===== src/rtl/digin_pulse_monitor_pkg.sv =====
// Shared constants and event packing for the digital-input pulse monitor.
package digin_pulse_monitor_pkg;

    localparam logic [31:0] ST_SAMPLE  = 32'd99;
    localparam logic [31:0] ST_PROCESS = 32'd102;

    localparam logic [3:0] CFG_ADDR_CTRL = 4'd0;
    localparam logic [3:0] CFG_ADDR_MINW = 4'd1;

    localparam int NUM_CH = 16;
    localparam int EVT_W  = 64;

    localparam int EVT_TS      = 32;
    localparam int EVT_TS_W    = 32;
    localparam int EVT_CH      = 28;
    localparam int EVT_CH_W    = 4;
    localparam int EVT_RISE    = 27;
    localparam int EVT_WIDTH   = 0;
    localparam int EVT_WIDTH_W = 16;

    function automatic logic [EVT_W-1:0] pack_event(
        input logic [31:0] ts,
        input logic [3:0]  ch,
        input logic        rising,
        input logic [15:0] width
    );
        logic [EVT_W-1:0] evt;
        evt                          = '0;
        evt[EVT_TS +: EVT_TS_W]      = ts;
        evt[EVT_CH +: EVT_CH_W]      = ch;
        evt[EVT_RISE]                = rising;
        evt[EVT_WIDTH +: EVT_WIDTH_W] = width;
        return evt;
    endfunction

endpackage


===== src/rtl/digin_pulse_monitor_sync_fifo.sv =====
// Synchronous first-word-fall-through FIFO with occupancy count.
module sync_fifo #(
    parameter int WIDTH = 64,
    parameter int DEPTH = 16,
    parameter int CNT_W = $clog2(DEPTH) + 1
) (
    input  logic             i_clk,
    input  logic             i_srst,
    input  logic             i_push,
    input  logic [WIDTH-1:0] i_data,
    input  logic             i_pop,
    output logic [WIDTH-1:0] o_data,
    output logic             o_full,
    output logic             o_empty,
    output logic [CNT_W-1:0] o_count
);

    localparam int AW = $clog2(DEPTH);

    logic [WIDTH-1:0] r_mem [DEPTH];
    logic [AW-1:0]    r_wr_ptr;
    logic [AW-1:0]    r_rd_ptr;
    logic [CNT_W-1:0] r_count;
    logic             w_do_pop;
    logic             w_do_push;

    assign o_full    = (r_count == CNT_W'(DEPTH));
    assign o_empty   = (r_count == '0);
    assign o_count   = r_count;
    assign o_data    = r_mem[r_rd_ptr];
    // A pop frees the slot a full-FIFO push needs in the same cycle.
    assign w_do_pop  = i_pop && !o_empty;
    assign w_do_push = i_push && (!o_full || w_do_pop);

    always_ff @(posedge i_clk) begin
        if (w_do_push) begin
            r_mem[r_wr_ptr] <= i_data;
        end
    end

    always_ff @(posedge i_clk) begin
        if (i_srst) begin
            r_wr_ptr <= '0;
            r_rd_ptr <= '0;
            r_count  <= '0;
        end else begin
            if (w_do_push) r_wr_ptr <= r_wr_ptr + AW'(1);
            if (w_do_pop)  r_rd_ptr <= r_rd_ptr + AW'(1);
            case ({w_do_push, w_do_pop})
                2'b10:   r_count <= r_count + CNT_W'(1);
                2'b01:   r_count <= r_count - CNT_W'(1);
                default: r_count <= r_count;
            endcase
        end
    end

endmodule


===== src/rtl/digin_pulse_monitor.sv =====
// Per-frame sampling, debounce and edge timestamping of 16 digital inputs into an event FIFO.
module digin_pulse_monitor
    import digin_pulse_monitor_pkg::*;
#(
    parameter int MODULE     = 0,
    parameter int FIFO_DEPTH = 16
) (
    input  logic        dataclk,
    input  logic        reset,
    input  logic [31:0] main_state,
    input  logic [5:0]  channel,
    input  logic [15:0] digin,
    input  logic [31:0] timestamp,
    input  logic [3:0]  prog_channel,
    input  logic [3:0]  prog_address,
    input  logic [4:0]  prog_module,
    input  logic [31:0] prog_word,
    input  logic        prog_we,
    input  logic        reset_monitor,
    output logic [15:0] digin_level,
    output logic        evt_valid,
    input  logic        evt_ready,
    output logic [63:0] evt_data,
    output logic [8:0]  evt_count,
    output logic        overflow
);

    logic        w_clear;
    logic        w_sample;
    logic        w_process;
    logic        w_cfg;
    logic [3:0]  w_ch;
    logic        w_unused;

    logic [15:0] r_enable;
    logic [15:0] r_polarity;
    logic [7:0]  r_min_width [NUM_CH];
    logic [15:0] r_sampled;
    logic        r_overflow;

    logic        w_level_arr [NUM_CH];
    logic [7:0]  w_filt_arr  [NUM_CH];
    logic [15:0] w_width_arr [NUM_CH];

    logic        w_sampled_bit;
    logic        w_level_bit;
    logic [8:0]  w_filt_inc;
    logic [15:0] w_width_inc;
    logic        w_commit;
    logic        w_level_next;
    logic [7:0]  w_filt_next;
    logic [15:0] w_width_next;
    logic        w_push;
    logic        w_full;
    logic        w_empty;
    logic        w_pop;

    assign w_clear   = reset || (reset_monitor && main_state == ST_SAMPLE);
    assign w_sample  = (channel == 6'd0) && (main_state == ST_SAMPLE);
    assign w_process = (channel[5:4] == 2'b00) && (main_state == ST_PROCESS);
    assign w_ch      = channel[3:0];
    assign w_cfg     = prog_we && (prog_module == 5'(MODULE));
    assign w_unused  = &{1'b0, prog_word[31:8]};

    // Configuration is deliberately left out of reset so a monitor restart keeps its setup.
    always_ff @(posedge dataclk) begin
        if (w_cfg) begin
            case (prog_address)
                CFG_ADDR_CTRL: begin
                    r_enable[prog_channel]   <= prog_word[0];
                    r_polarity[prog_channel] <= prog_word[1];
                end
                CFG_ADDR_MINW: r_min_width[prog_channel] <= prog_word[7:0];
                default: ;
            endcase
        end
    end

    always_ff @(posedge dataclk) begin
        if (reset) begin
            r_sampled <= '0;
        end else if (w_sample) begin
            r_sampled <= digin ^ r_polarity;
        end
    end

    assign w_sampled_bit = r_sampled[w_ch];
    assign w_level_bit   = w_level_arr[w_ch];
    assign w_filt_inc    = {1'b0, w_filt_arr[w_ch]} + 9'd1;
    assign w_width_inc   = (w_width_arr[w_ch] == 16'hFFFF) ? 16'hFFFF : w_width_arr[w_ch] + 16'd1;

    // Shared next-state datapath for whichever channel owns the current slot.
    always_comb begin
        w_commit     = 1'b0;
        w_level_next = w_level_bit;
        w_filt_next  = '0;
        w_width_next = w_width_inc;
        if (!r_enable[w_ch]) begin
            w_level_next = 1'b0;
            w_width_next = '0;
        end else if (w_sampled_bit != w_level_bit) begin
            if (w_filt_inc >= {1'b0, r_min_width[w_ch]}) begin
                w_commit     = 1'b1;
                w_level_next = w_sampled_bit;
                w_width_next = '0;
            end else begin
                w_filt_next = w_filt_inc[7:0];
            end
        end
    end

    genvar gi;
    generate
        for (gi = 0; gi < NUM_CH; gi++) begin : g_ch
            logic        r_level;
            logic [7:0]  r_filt;
            logic [15:0] r_width;

            always_ff @(posedge dataclk) begin
                if (w_clear) begin
                    r_level <= 1'b0;
                    r_filt  <= '0;
                    r_width <= '0;
                end else if (w_process && (w_ch == 4'(gi))) begin
                    r_level <= w_level_next;
                    r_filt  <= w_filt_next;
                    r_width <= w_width_next;
                end
            end

            assign w_level_arr[gi] = r_level;
            assign w_filt_arr[gi]  = r_filt;
            assign w_width_arr[gi] = r_width;
            assign digin_level[gi] = r_level;
        end
    endgenerate

    // The reported width counts the commit frame itself, hence the incremented value.
    assign w_push = w_process && w_commit;
    assign w_pop  = evt_ready && !w_empty;

    sync_fifo #(
        .WIDTH (EVT_W),
        .DEPTH (FIFO_DEPTH),
        .CNT_W (9)
    ) u_evt_fifo (
        .i_clk   (dataclk),
        .i_srst  (w_clear),
        .i_push  (w_push),
        .i_data  (pack_event(timestamp, w_ch, w_sampled_bit, w_width_inc)),
        .i_pop   (evt_ready),
        .o_data  (evt_data),
        .o_full  (w_full),
        .o_empty (w_empty),
        .o_count (evt_count)
    );

    assign evt_valid = !w_empty;

    always_ff @(posedge dataclk) begin
        if (w_clear) begin
            r_overflow <= 1'b0;
        end else if (w_push && w_full && !w_pop) begin
            r_overflow <= 1'b1;
        end
    end

    assign overflow = r_overflow;

endmodule

===== config.mk =====
export PLATFORM = sky130hd
export DESIGN_NAME = digin_pulse_monitor
export DESIGN_NICKNAME = d
export VERILOG_FILES = /design/src/rtl/digin_pulse_monitor_pkg.sv /design/src/rtl/digin_pulse_monitor_sync_fifo.sv /design/src/rtl/digin_pulse_monitor.sv
export SDC_FILE = /design/constraint.sdc
export NUM_CORES = 2
export LEC_CHECK = 0
export CORE_MARGIN = 2
export CORE_UTILIZATION = 47
export DETAILED_ROUTE_END_ITERATION = 8
export PLACE_DENSITY = 0.73
export SETUP_SLACK_MARGIN = 0.02
export SYNTH_ARGS = -nofsm -noshare
export SYNTH_HDL_FRONTEND = slang
export SYNTH_SLANG_ARGS = --single-unit
export TNS_END_PERCENT = 50

===== constraint.sdc =====
create_clock -name dataclk -period 22.8 [get_ports dataclk]
set_clock_uncertainty 0.2 [all_clocks]
set_input_delay 6.84 -clock dataclk [delete_from_list [all_inputs] [get_ports dataclk]]
set_output_delay 6.84 -clock dataclk [all_outputs]
set_load 0.005 [all_outputs]

==> results.py <==
metrics = {
    "run": {
        "drv_cap": 0,
    },
    "yosys": {
        "synth_top_cell_area_share_pct": 52.4,
        "synth-edff-count": 1008,
        "yosys.area.top_type": "edfxtp_1",
        "ys_ff_latch": 1446,
        "avgSynthCellArea_um2": 15.4,
        "netlist_area_mm2": 0.0578,
        "async_reset_ff_share_pct": 0,
        "syn-instance-count": 3744,
        "synthTopCellsByArea": "edfxtp_1 (52%), mux4_2 (17%), dfxtp_1 (15%)",
        "ys_dominant_reg_cell": "edfxtp_1",
        "synthDistinctLibCells": 62,
        "yosysWarnings": 0,
        "seq_area_frac_synth_pct": 67.6,
    },
    "power": {
        "ir_drop_mv": 0.0765,
        "power.density_mw_per_mm2": 87.1,
        "p_leak_nw": 19.6,
        "p_total_mw": 5.73,
    },
    "sta": {
        "max_slew_margin_pct": 10.3,
        "max_freq_mhz": 74.6,
        "hold_slack_ns": 0.249,
        "setup-tns-final_ns": 0,
        "min_period_ns": 13.41,
        "grt_setup_unrepaired": "no",
        "layout_setup_ws_ns": 9.39,
        "worstMarginPinSlew_ns": 1.34,
        "hold_violations": 0,
        "setup-violations-final": 0,
        "drv_slew": 0,
        "finalCritPeriodShare_pct": 58.8,
    },
    "placed_design": {
        "place_area_mm2": 0.0611,
        "io_buffers": 191,
        "dp_cells": 5348,
        "dp_slack_ns": 8.67,
        "post-dp-hpwl_mm": 74.9,
        "gp_congestion": 0.786,
    },
    "clock_network": {
        "cts_max_level": 4,
        "cts-root-buf": "clkbuf_16",
        "cts_hold_buffers": 0,
        "cts_sinks": 1446,
        "clockBufferDepth": 3,
        "cts_buffers": 145,
        "cts_tree": "done",
        "cts_resized": 0,
        "clk_latency_ns": 0.77,
        "cts_setup_buffers": 0,
        "path_clk_slew_ns": 0.06,
    },
    "detailed_routing": {
        "routed_wl_mm": 142,
        "wl_per_cell_um": 25.4,
        "vias": 33500,
        "drtIter0Drc": 3726,
        "dr.pass1.iters": 5,
        "drc": 0,
        "ant_nets": 0,
        "via_per_inst": 5.97,
    },
    "min_path": {
        "hold_path_class": "reg -> reg",
    },
    "worst_setup_path": {
        "start_kind": "primary input",
        "worstPathMaxFanout": 103,
        "worst-endpoint-required_ns": 22.98,
        "worst-setup-path-type": "in -> reg",
        "worstPathArrival_ns": 13.58,
        "critPathCaptureType": "register",
    },
    "die": {
        "io-pin-count": 227,
        "die_w_um": 355,
        "start_util_pct": 47.4,
        "die_height_um": 355,
        "rows": 128,
        "coreArea_mm2": 0.122,
        "die_area_mm2": 0.126,
    },
    "cells_and_area": {
        "instances_no_fill": 5612,
        "fillers": 9358,
        "final_util_pct": 54.0,
        "fin_area_mm2": 0.0658,
        "drive_gt1_share_pct": 19.6,
        "syn2layout_area_growth_pct": 13.8,
        "nets": 4024,
        "insertedDiodeCount": 0,
    },
    "global_route": {
        "grt_pass1_wl_mm": 213,
        "grt_start_max_net_pins": 104,
        "grt_pass1_vias": 33800,
        "overflow": 0,
        "antenna_found_initial": 1,
        "track_usage_pct": 22.5,
    },
    "run_status": {
        "outcome": "completed",
    },
}
==> critical path, cell delays in order <==
cell	delay, ns
buf_8	0.41
buf_12	0.68
mux4_2	0.61
mux4_2	0.56
ha_1	0.26
nand2_1	0.14
nor2_1	0.08
xor2_1	0.18
ha_1	0.32
nand4_1	0.13
nor2_1	0.27
o311a_1	0.67
nand2_1	0.41
nor3_2	0.91
buf_4	0.89
==> flip-flops by register name (all words and copies together) (netlist names), named ones only <==
| register | cells |
|---|---|
| r_polarity | 16 |
| r_min_width | 128 |
| u_evt_fifo.r_wr_ptr | 4 |
| g_ch.r_width | 256 |
| r_sampled | 16 |
| u_evt_fifo.o_count | 9 |
| r_enable | 16 |
| u_evt_fifo.r_mem | 848 |
| g_ch.r_filt | 128 |
| overflow | 1 |
| u_evt_fifo.r_rd_ptr | 4 |
| g_ch.r_level | 16 |
==> cell usage in the layout, fill, tap and decap left out, types with 7 or more instances in the layout <==
cell                n
inv_1              19
nor3_1             11
mux4_2            432
nor2_1             88
nand2_1           702
ha_1               18
a22oi_1            12
o21ai_0            91
clkinv_1           22
clkbuf_1           40
conb_1             11
nor3_2             10
nand2b_1           15
a21oi_1           312
nand3b_1            7
nand4_1             7
clkbuf_8           13
dfxtp_1           434
nor4_1              9
a211oi_1           16
xor2_1             13
xnor2_1            33
clkdlybuf4s50_1   187
clkbuf_16         150
clkinv_2           17
buf_4              74
nand3_1            83
nor2_2             14
a21oi_2             9
edfxtp_1         1008
o2bb2ai_1           8
nor2_4             13
nor2b_1            10
==> path summary, 6_finish.rpt <==
check        depth (start not counted)  slack [ns]                 endpoint            startpoint
max                                 15        9.39  u_evt_fifo.r_mem[3][19]            channel[0]
min                                  2        0.25     g_ch[15].r_width[12]  g_ch[15].r_width[12]
max reg2reg                         13       16.49  u_evt_fifo.r_mem[3][19]    g_ch[11].r_filt[0]
min reg2reg                          2        0.25     g_ch[15].r_width[12]  g_ch[15].r_width[12]
==> where the power goes <==
part / internal, mW / switching [mW] / leakage, nW / total (mW)
Sequential: 2.80 / 0.0370 / 12.1 / 2.84
Clock: 1.32 / 1.01 / 2.27 / 2.33
Combinational: 0.304 / 0.252 / 5.28 / 0.556
Total: 4.43 / 1.30 / 19.6 / 5.73
==> Yosys cell counts, drive strengths merged, types with 2 or more instances <==
master      n
edfxtp   1008
nand2     706
dfxtp     438
mux4      432
a21oi     322
clkbuf    166
buf       130
nor2      115
o21ai      96
nand3      84
xnor2      34
nor3       23
inv        19
ha         18
a211oi     16
nand2b     15
a22oi      14
xor2       13
nor2b      10
nor4        9
nand3b      8
o2bb2ai     8
a21o        7
and2        7
nand4       7
mux2i       5
or2         5
or3         5
and3        4
a32o        3
nor4b       3
and4        2
mux2        2
==> per-layer routing <==
metal	vias up	GRT usage, %	wire length [um]
li1	14400	-	-
met1	17200	29.6	54700
met4	2	7.46	3810
met3	264	3.65	11000
met5	-	0	13
met2	1607	38.4	72900
==> final cells by class <==
| type | count | area (um2) | area share, % |
|---|---|---|---|
| clock inverter | 61 | 597 | 0.907 |
| tap | 1625 | 2030 | 3.09 |
| multi-input combinational | 1993 | 17500 | 26.5 |
| clock buffer | 203 | 4080 | 6.21 |
| timing repair buffer | 265 | 2480 | 3.77 |
| inverter | 19 | 71.3 | 0.108 |
| sequential | 1446 | 39100 | 59.4 |
==> cell families (layout without fill, tap and decap cells) <==
logic type	Yosys count	count (layout)	share of synthesized area [%]
buffers and inverters	315	548	2.64
flip-flops	1446	1446	67.6
XOR/XNOR	47	47	0.745
AO/OA/AOI/OAI	471	471	4.42
AND/OR/NAND/NOR	1007	1007	7.27
multiplexers	439	439	17.0
adder cells (fa/ha/maj)	18	18	0.390
other	1	11	0.00649
Power figures use the tool's default switching activity.
